[config.mk]
export PLATFORM = sky130hd
export DESIGN_NAME = irq_ctrl
export DESIGN_NICKNAME = d
export VERILOG_FILES = /design/src/rtl/irq_ctrl.sv
export SDC_FILE = /design/constraint.sdc
export NUM_CORES = 1
export LEC_CHECK = 0
export BUFFER_PORTS_ARGS = -buffer_cell sky130_fd_sc_hd__buf_4
export CORE_MARGIN = 3
export CORE_UTILIZATION = 45
export CTS_CLUSTER_DIAMETER = 80
export DETAILED_ROUTE_END_ITERATION = 10
export PLACE_DENSITY = 0.65
export SYNTH_ARGS = -nofsm -noshare
export SYNTH_HDL_FRONTEND = slang
export SYNTH_SLANG_ARGS = --single-unit
[constraint.sdc]
create_clock -name clk -period 2.15 [get_ports clk]
set_input_delay 0.5375 -clock clk [delete_from_list [all_inputs] [get_ports clk]]
set_output_delay 0.5375 -clock clk [all_outputs]
set_load 0.01 [all_outputs]
[src/rtl/irq_ctrl.sv]
// Eight-line priority interrupt controller: synchronised edge capture, MASK/PEND/ISR
// registers, nested priority delivery and a three-state request handshake to the CPU.
module irq_ctrl (
  input  logic       clk,
  input  logic       arst,
  input  logic [7:0] irq_in,
  output logic       int_req,
  output logic [2:0] int_vector,
  input  logic       int_ack,
  input  logic       eoi,
  input  logic       reg_wr,
  input  logic [1:0] reg_addr,
  input  logic [7:0] reg_wdata,
  output logic [7:0] reg_rdata
);

  // Handshake: int_req is held, with int_vector frozen, from the IDLE->REQ edge until
  // the edge that samples int_ack=1; int_ack outside REQ is ignored.
  typedef enum logic [1:0] {
    IDLE = 2'd0,
    REQ  = 2'd1,
    ACKD = 2'd2
  } state_e;

  state_e     state_q, state_d;
  logic [7:0] sync1_q, sync2_q, hist_q, edge_q;
  logic [7:0] mask_q, mask_d;
  logic [7:0] pend_q, pend_d;
  logic [7:0] isr_q, isr_d;
  logic [2:0] vec_q, vec_d;

  logic [7:0] allow, elig, isr_lo, vec_oh;
  logic [2:0] elig_idx;
  logic       seen;

  always_ff @(posedge clk) begin
    if (arst) begin
      sync1_q <= 8'h00;
      sync2_q <= 8'h00;
      hist_q  <= 8'h00;
      edge_q  <= 8'h00;
      mask_q  <= 8'hFF;
      pend_q  <= 8'h00;
      isr_q   <= 8'h00;
      state_q <= IDLE;
      vec_q   <= 3'd0;
    end else begin
      sync1_q <= irq_in;
      sync2_q <= sync1_q;
      hist_q  <= sync2_q;
      edge_q  <= sync2_q & ~hist_q;
      mask_q  <= mask_d;
      pend_q  <= pend_d;
      isr_q   <= isr_d;
      state_q <= state_d;
      vec_q   <= vec_d;
    end
  end

  // A line is eligible only if no ISR bit at its own index or above in priority is set.
  always_comb begin
    seen     = 1'b0;
    allow    = 8'h00;
    elig_idx = 3'd0;
    for (int i = 0; i < 8; i++) begin
      seen     = seen | isr_q[i];
      allow[i] = ~seen;
    end
    elig = pend_q & ~mask_q & allow;
    for (int i = 7; i >= 0; i--) begin
      if (elig[i]) elig_idx = 3'(i);
    end
  end

  assign isr_lo = isr_q & (~isr_q + 8'd1);
  assign vec_oh = 8'd1 << vec_q;

  always_comb begin
    state_d = state_q;
    vec_d   = vec_q;
    mask_d  = mask_q;
    pend_d  = pend_q;
    isr_d   = isr_q;
    if (reg_wr && reg_addr == 2'd0) mask_d = reg_wdata;
    if (reg_wr && reg_addr == 2'd1) pend_d = pend_d & ~reg_wdata;
    if (eoi) isr_d = isr_q & ~isr_lo;
    case (state_q)
      IDLE: begin
        if (|elig) begin
          state_d = REQ;
          vec_d   = elig_idx;
        end
      end
      REQ: begin
        if (int_ack) begin
          state_d = ACKD;
          pend_d  = pend_d & ~vec_oh;
          isr_d   = isr_d | vec_oh;
        end
      end
      ACKD:    state_d = IDLE;
      default: state_d = IDLE;
    endcase
    // New edges are applied last so they win over W1C and ack clears.
    pend_d = pend_d | edge_q;
  end

  assign int_req    = (state_q == REQ);
  assign int_vector = int_req ? vec_q : 3'd0;

  always_comb begin
    case (reg_addr)
      2'd0:    reg_rdata = mask_q;
      2'd1:    reg_rdata = pend_q;
      2'd2:    reg_rdata = isr_q;
      default: reg_rdata = {3'b000, int_req, state_q, |isr_q, |pend_q};
    endcase
  end

endmodule

After elaboration in Yosys (flattened, before gate mapping) --
Index checks and enable logic that the tools add are counted.
Cells by class: shifts and indexed selects 1, bitwise logic cells 30, reduce and logical (&&, ||, !) cells 9, add/subtract/negate cells 1, equality and inequality tests 5, mux-type cells 19
Operators by type and width (count):
- AND 8 bit | 7
- 2-to-1 mux 8 bit | 6
- inverter 8 bit | 6
- 2-to-1 mux 3 bit | 9
- case mux 8 bit (3 select lines) | 1
- OR reduction 8 bit | 3
- bitwise OR 8 bit | 2
- adder 8 x 1 -> 8 bit (second input constant) | 1
- inverter 1 bit | 8
- << shifter 1 x 3 -> 8 bit (first input constant) | 1
- bitwise OR 1 bit | 7
- equality test 2 x 1 -> 1 bit (second input constant) | 2
- zero test 2 bit | 2
- 2-to-1 mux 2 bit | 2
- case mux 2 bit (2 select lines) | 1
- AND reduction 2 bit | 2
- equality test 2 bit (second input constant) | 1
- logical AND 1 bit | 2
- inequality test 2 x 1 -> 1 bit (second input constant) | 1
- inequality test 2 bit (second input constant) | 1
Word-level totals: input port bits 23, flip-flop bits (word level) 61

Depth between registers and ports, before layout --
depth in word-level cells 17, depth in mapped cells 6

Worst setup path before layout --
Ideal clock, no wire load.
kind input-to-output, start point input port reg_addr[1], end point output port reg_rdata[1], buffers on the path 1, data required time 1612 ps, path slack 169 ps, arrival 1444 ps, stages 2, cells stage by stage clkbuf_1 > mux4_2
On the way: longest elaborated chain between the ends 2
Ends and longest elaborated chain:
- start: declaration | RTL line 12 | input logic [1:0] reg_addr,
- equality test 2 bit, or another cell as far along | RTL line 112 | case (reg_addr)
- case mux 8 bit (3 select lines) * | RTL line 112
- end: declaration | RTL line 14 | output logic [7:0] reg_rdata
Every way passes the cells marked *; elsewhere a longest branch is shown, timed or not.

Final worst setup path --
start point register isr_q[1], end point output port reg_rdata[1]
On the way: longest elaborated chain between the ends 2
Ends and longest elaborated chain:
- start: declaration | RTL line 29 | logic [7:0] isr_q, isr_d;
- start signal: assignment | RTL line 54 | isr_q <= isr_d;
- OR reduction 8 bit | RTL line 116 | default: reg_rdata = {3'b000, int_req, state_q, |isr_q, |pend_q};
- case mux 8 bit (3 select lines) * | RTL line 112
Marked as above.

==> results.toml <==
[cts]
cts_num_sinks = 61
clock_latency_ps = 330
cts_tree = "built"
hold_buffers = 0
clockBufferDepth = 2
htreeDepth = 3
cts_root_buf = "clkbuf_8"
path_clk_slew_ps = 70
cts_buffers = 9

[synth]
synthTopCellsByArea = "dfxtp_1 51%, nor2b_1 12%, mux4_2 3.8%"
synth_top_family_by_area = "simple AND/OR/NAND/NOR gates"
synth_top_area_cell = "dfxtp_1"
syn_area_um2 = 2386
synth_top_area_share_pct = 51.18
synth-async-reset-ratio_pct = 0
synth_cell_types = 39
ys_warn_count = 0
yosysMostFrequentCell = "dfxtp_1"
ys_seq_area_share_pct = 51.18
syn-num-nets = 266
synth_edf_count = 0
synthAdderAreaFrac_pct = 0
synthMuxAreaShare_pct = 5.926
synth-main-ff-cell = "dfxtp_1"
synthesis.instances = 243
avgSynthCellArea_um2 = 9.819
synth_compound_area_share_pct = 13.95
synth_common_cells = "61 x dfxtp_1, 45 x nor2b_1, 24 x nand2_1, 17 x nor2_1, 13 x a21oi_1"
ys_ff_latch = 61
synth-xor-area-share_pct = 0
synthSimpleGateAreaFrac_pct = 26.38

[routing]
drt_iter0_drc = 141
via_per_inst = 5.053
avgRoutedWirePerCell_um = 14.09
ant_nets = 0
drc_errors = 0
vias = 1819
firstDrtPassIters = 4
wl_um = 5071

[timing]
tightest_slew_ps = 349.4
hold_violations = 0
min_period_ps = 2249
skew_ps = 7.726
slew_headroom_pct = 76.38
setup_ws_ps = -98.92
rsz0062_at_grt = "yes"
drv_slew = 0
fin_crit_sh_pct = 104.6
max_freq_mhz = 444.7
setup_violations = 1
timing.setup.tns_ps = -98.92

[worst_hold_path]
worstHoldStart = "hist_q[6]$_SDFF_PP0_"
hold_class = "reg2reg"

[placed_design]
dp_hpwl_um = 3701
routabilityCongestion = 0.9048
io_buffers = 34
dpl_cell_area_um2 = 2743

[global_route]
grt_max_degree = 28
globalRouteOverflowTotal = 0
grt_usage_pct = 17.67
antenna_found_initial = 0
grt_pass1_wl_um = 8155
grt_pass1_vias = 1661

[floorplan]
io_pins = 35
die_area_um2 = 6212
core_area_um2 = 4911
initial_core_util_pct = 48.59
die_y_um = 78.82
fp-row-count = 25
die_w_um = 78.82

[cells_and_area]
nets = 311
design_area_um2 = 2930
syn_to_final_growth_pct = 22.81
fillCellCount = 458
drive_gt1_share_pct = 25.60
diodes = 0

[worst_setup_path]
end_kind = "primary output"
startpoint = "isr_q[1]$_SDFF_PP0_"
critical_path_arrival_ps = 1710
r2r_start = "isr_q[3]$_SDFF_PP0_"
cp_cell_sequence = "nor3_4, and3b_4, nand2_1, mux4_2, buf_4"
regToRegSetupSlack_ps = 400
cp_top_family = "multiplexers"
crit_fanout = 5
critPathBufInv = 1
worstPathRequired_ps = 1610
critPathLaunchType = "flip-flop"
crit_type = "reg2out"
crit_path_top_delay_cell = "mux4_2"
cp_slowest_stage_delay_ps = 450

[status]
violations = "negative setup slack"
outcome = "finished, violations left"

[pwr]
vdd_ir_drop_max_mv = 0.6365
p_leak_nw = 1.212
p_per_area_nw_per_um2 = 765.0

[run]
cap_violations = 0
state kept, by name (all words and copies together) (netlist names):
name,cells
edge_q,8
hist_q,8
isr_q,8
mask_q,8
pend_q,8
state_q,2
sync1_q,8
sync2_q,8
vec_q,3
cell usage in the layout (no fill, tap or decap), types with 2 or more instances in the layout:
cell type	synthesis	layout
clkbuf_8	0	10
clkbuf_1	7	2
nand2b_1	5	5
nor2_1	17	16
nor2b_1	45	45
dfxtp_1	61	59
dfxtp_2	0	2
and3b_1	2	2
a31oi_1	8	8
mux4_2	4	4
a211o_1	9	9
o21ai_0	9	9
buf_4	0	45
nand2_1	24	24
a21oi_1	13	13
clkinv_2	0	3
and2_1	4	4
mux2i_1	4	4
nand3_1	4	4
o31ai_1	2	2
repair_timing:
item                                   CTS  global route
setup endpoints to repair                1             2
endpoints found under the hold margin    0             0
gates resized for setup                  2             2
pin swaps                                0             0
buffers inserted                         1             0
worst register-to-register path, delay by kind of cell (launching register included):
family,cells,cell delay [ps]
AOI/OAI and AO/OA,2,470
muxes,1,350
DFF,1,340
and+or+nand+nor,2,340
buffers and inverters,1,130
logic make-up (layout without fill, tap and decap cells):
kind of cell / count (synthesis) / after routing
AOI/OAI and AO/OA: 49 / 49
DFF: 61 / 61
muxes: 9 / 9
and+or+nand+nor: 112 / 112
buffers and inverters: 12 / 62
cell type report:
class | count | area, um^2 | area share [%]
clock inverter | 4 | 23.77 | 0.8113
multi-input combinational | 170 | 1112 | 37.96
inverter | 1 | 3.754 | 0.1281
timing repair buffer | 45 | 337.8 | 11.53
sequential | 61 | 1224 | 41.76
clock buffer | 12 | 145.1 | 4.953
tap | 67 | 83.83 | 2.861
per-layer routing:
metal | routed length, um | vias up | GRT usage (%)
met5 | 0 | - | 0
met4 | 68 | 0 | 9.278
met2 | 2352 | 57 | 26.83
met3 | 299 | 6 | 4.535
met1 | 2350 | 823 | 23.14
li1 | - | 933 | -
worst paths after layout:
kind / end / cells past startpoint
setup / recovery: reg_rdata[1] / 5
setup reg to reg: vec_q[0]$_SDFFE_PP0P_ / 6
hold reg to reg: edge_q[6]$_SDFF_PP0_ / 1
hold / removal: edge_q[6]$_SDFF_PP0_ / 1
power by group:
group,total (W),internal [W],switching [W]
clock,0.000878,0.000446,0.000432
combinational,0.000178,0.0000991,0.0000785
sequential,0.00119,0.00117,0.0000192
total,0.00224,0.00171,0.000530
per-stage QoR:
step	power (W)	worst slack (ps)	std cells	hold WS (ps)	util, %
detailed placement	0.001389	189.0	343	374.8	55.85
global route	0.002347	-171.9	360	396.0	59.67
floorplan	0.001309	168.7	243	367.4	-
finish	0.002242	-98.92	360	375.0	59.67
CTS	0.002261	-121.8	360	383.9	59.49
global placement	0.001388	199.6	343	371.4	55.85
No activity file was read; power rests on OpenSTA's default activity.
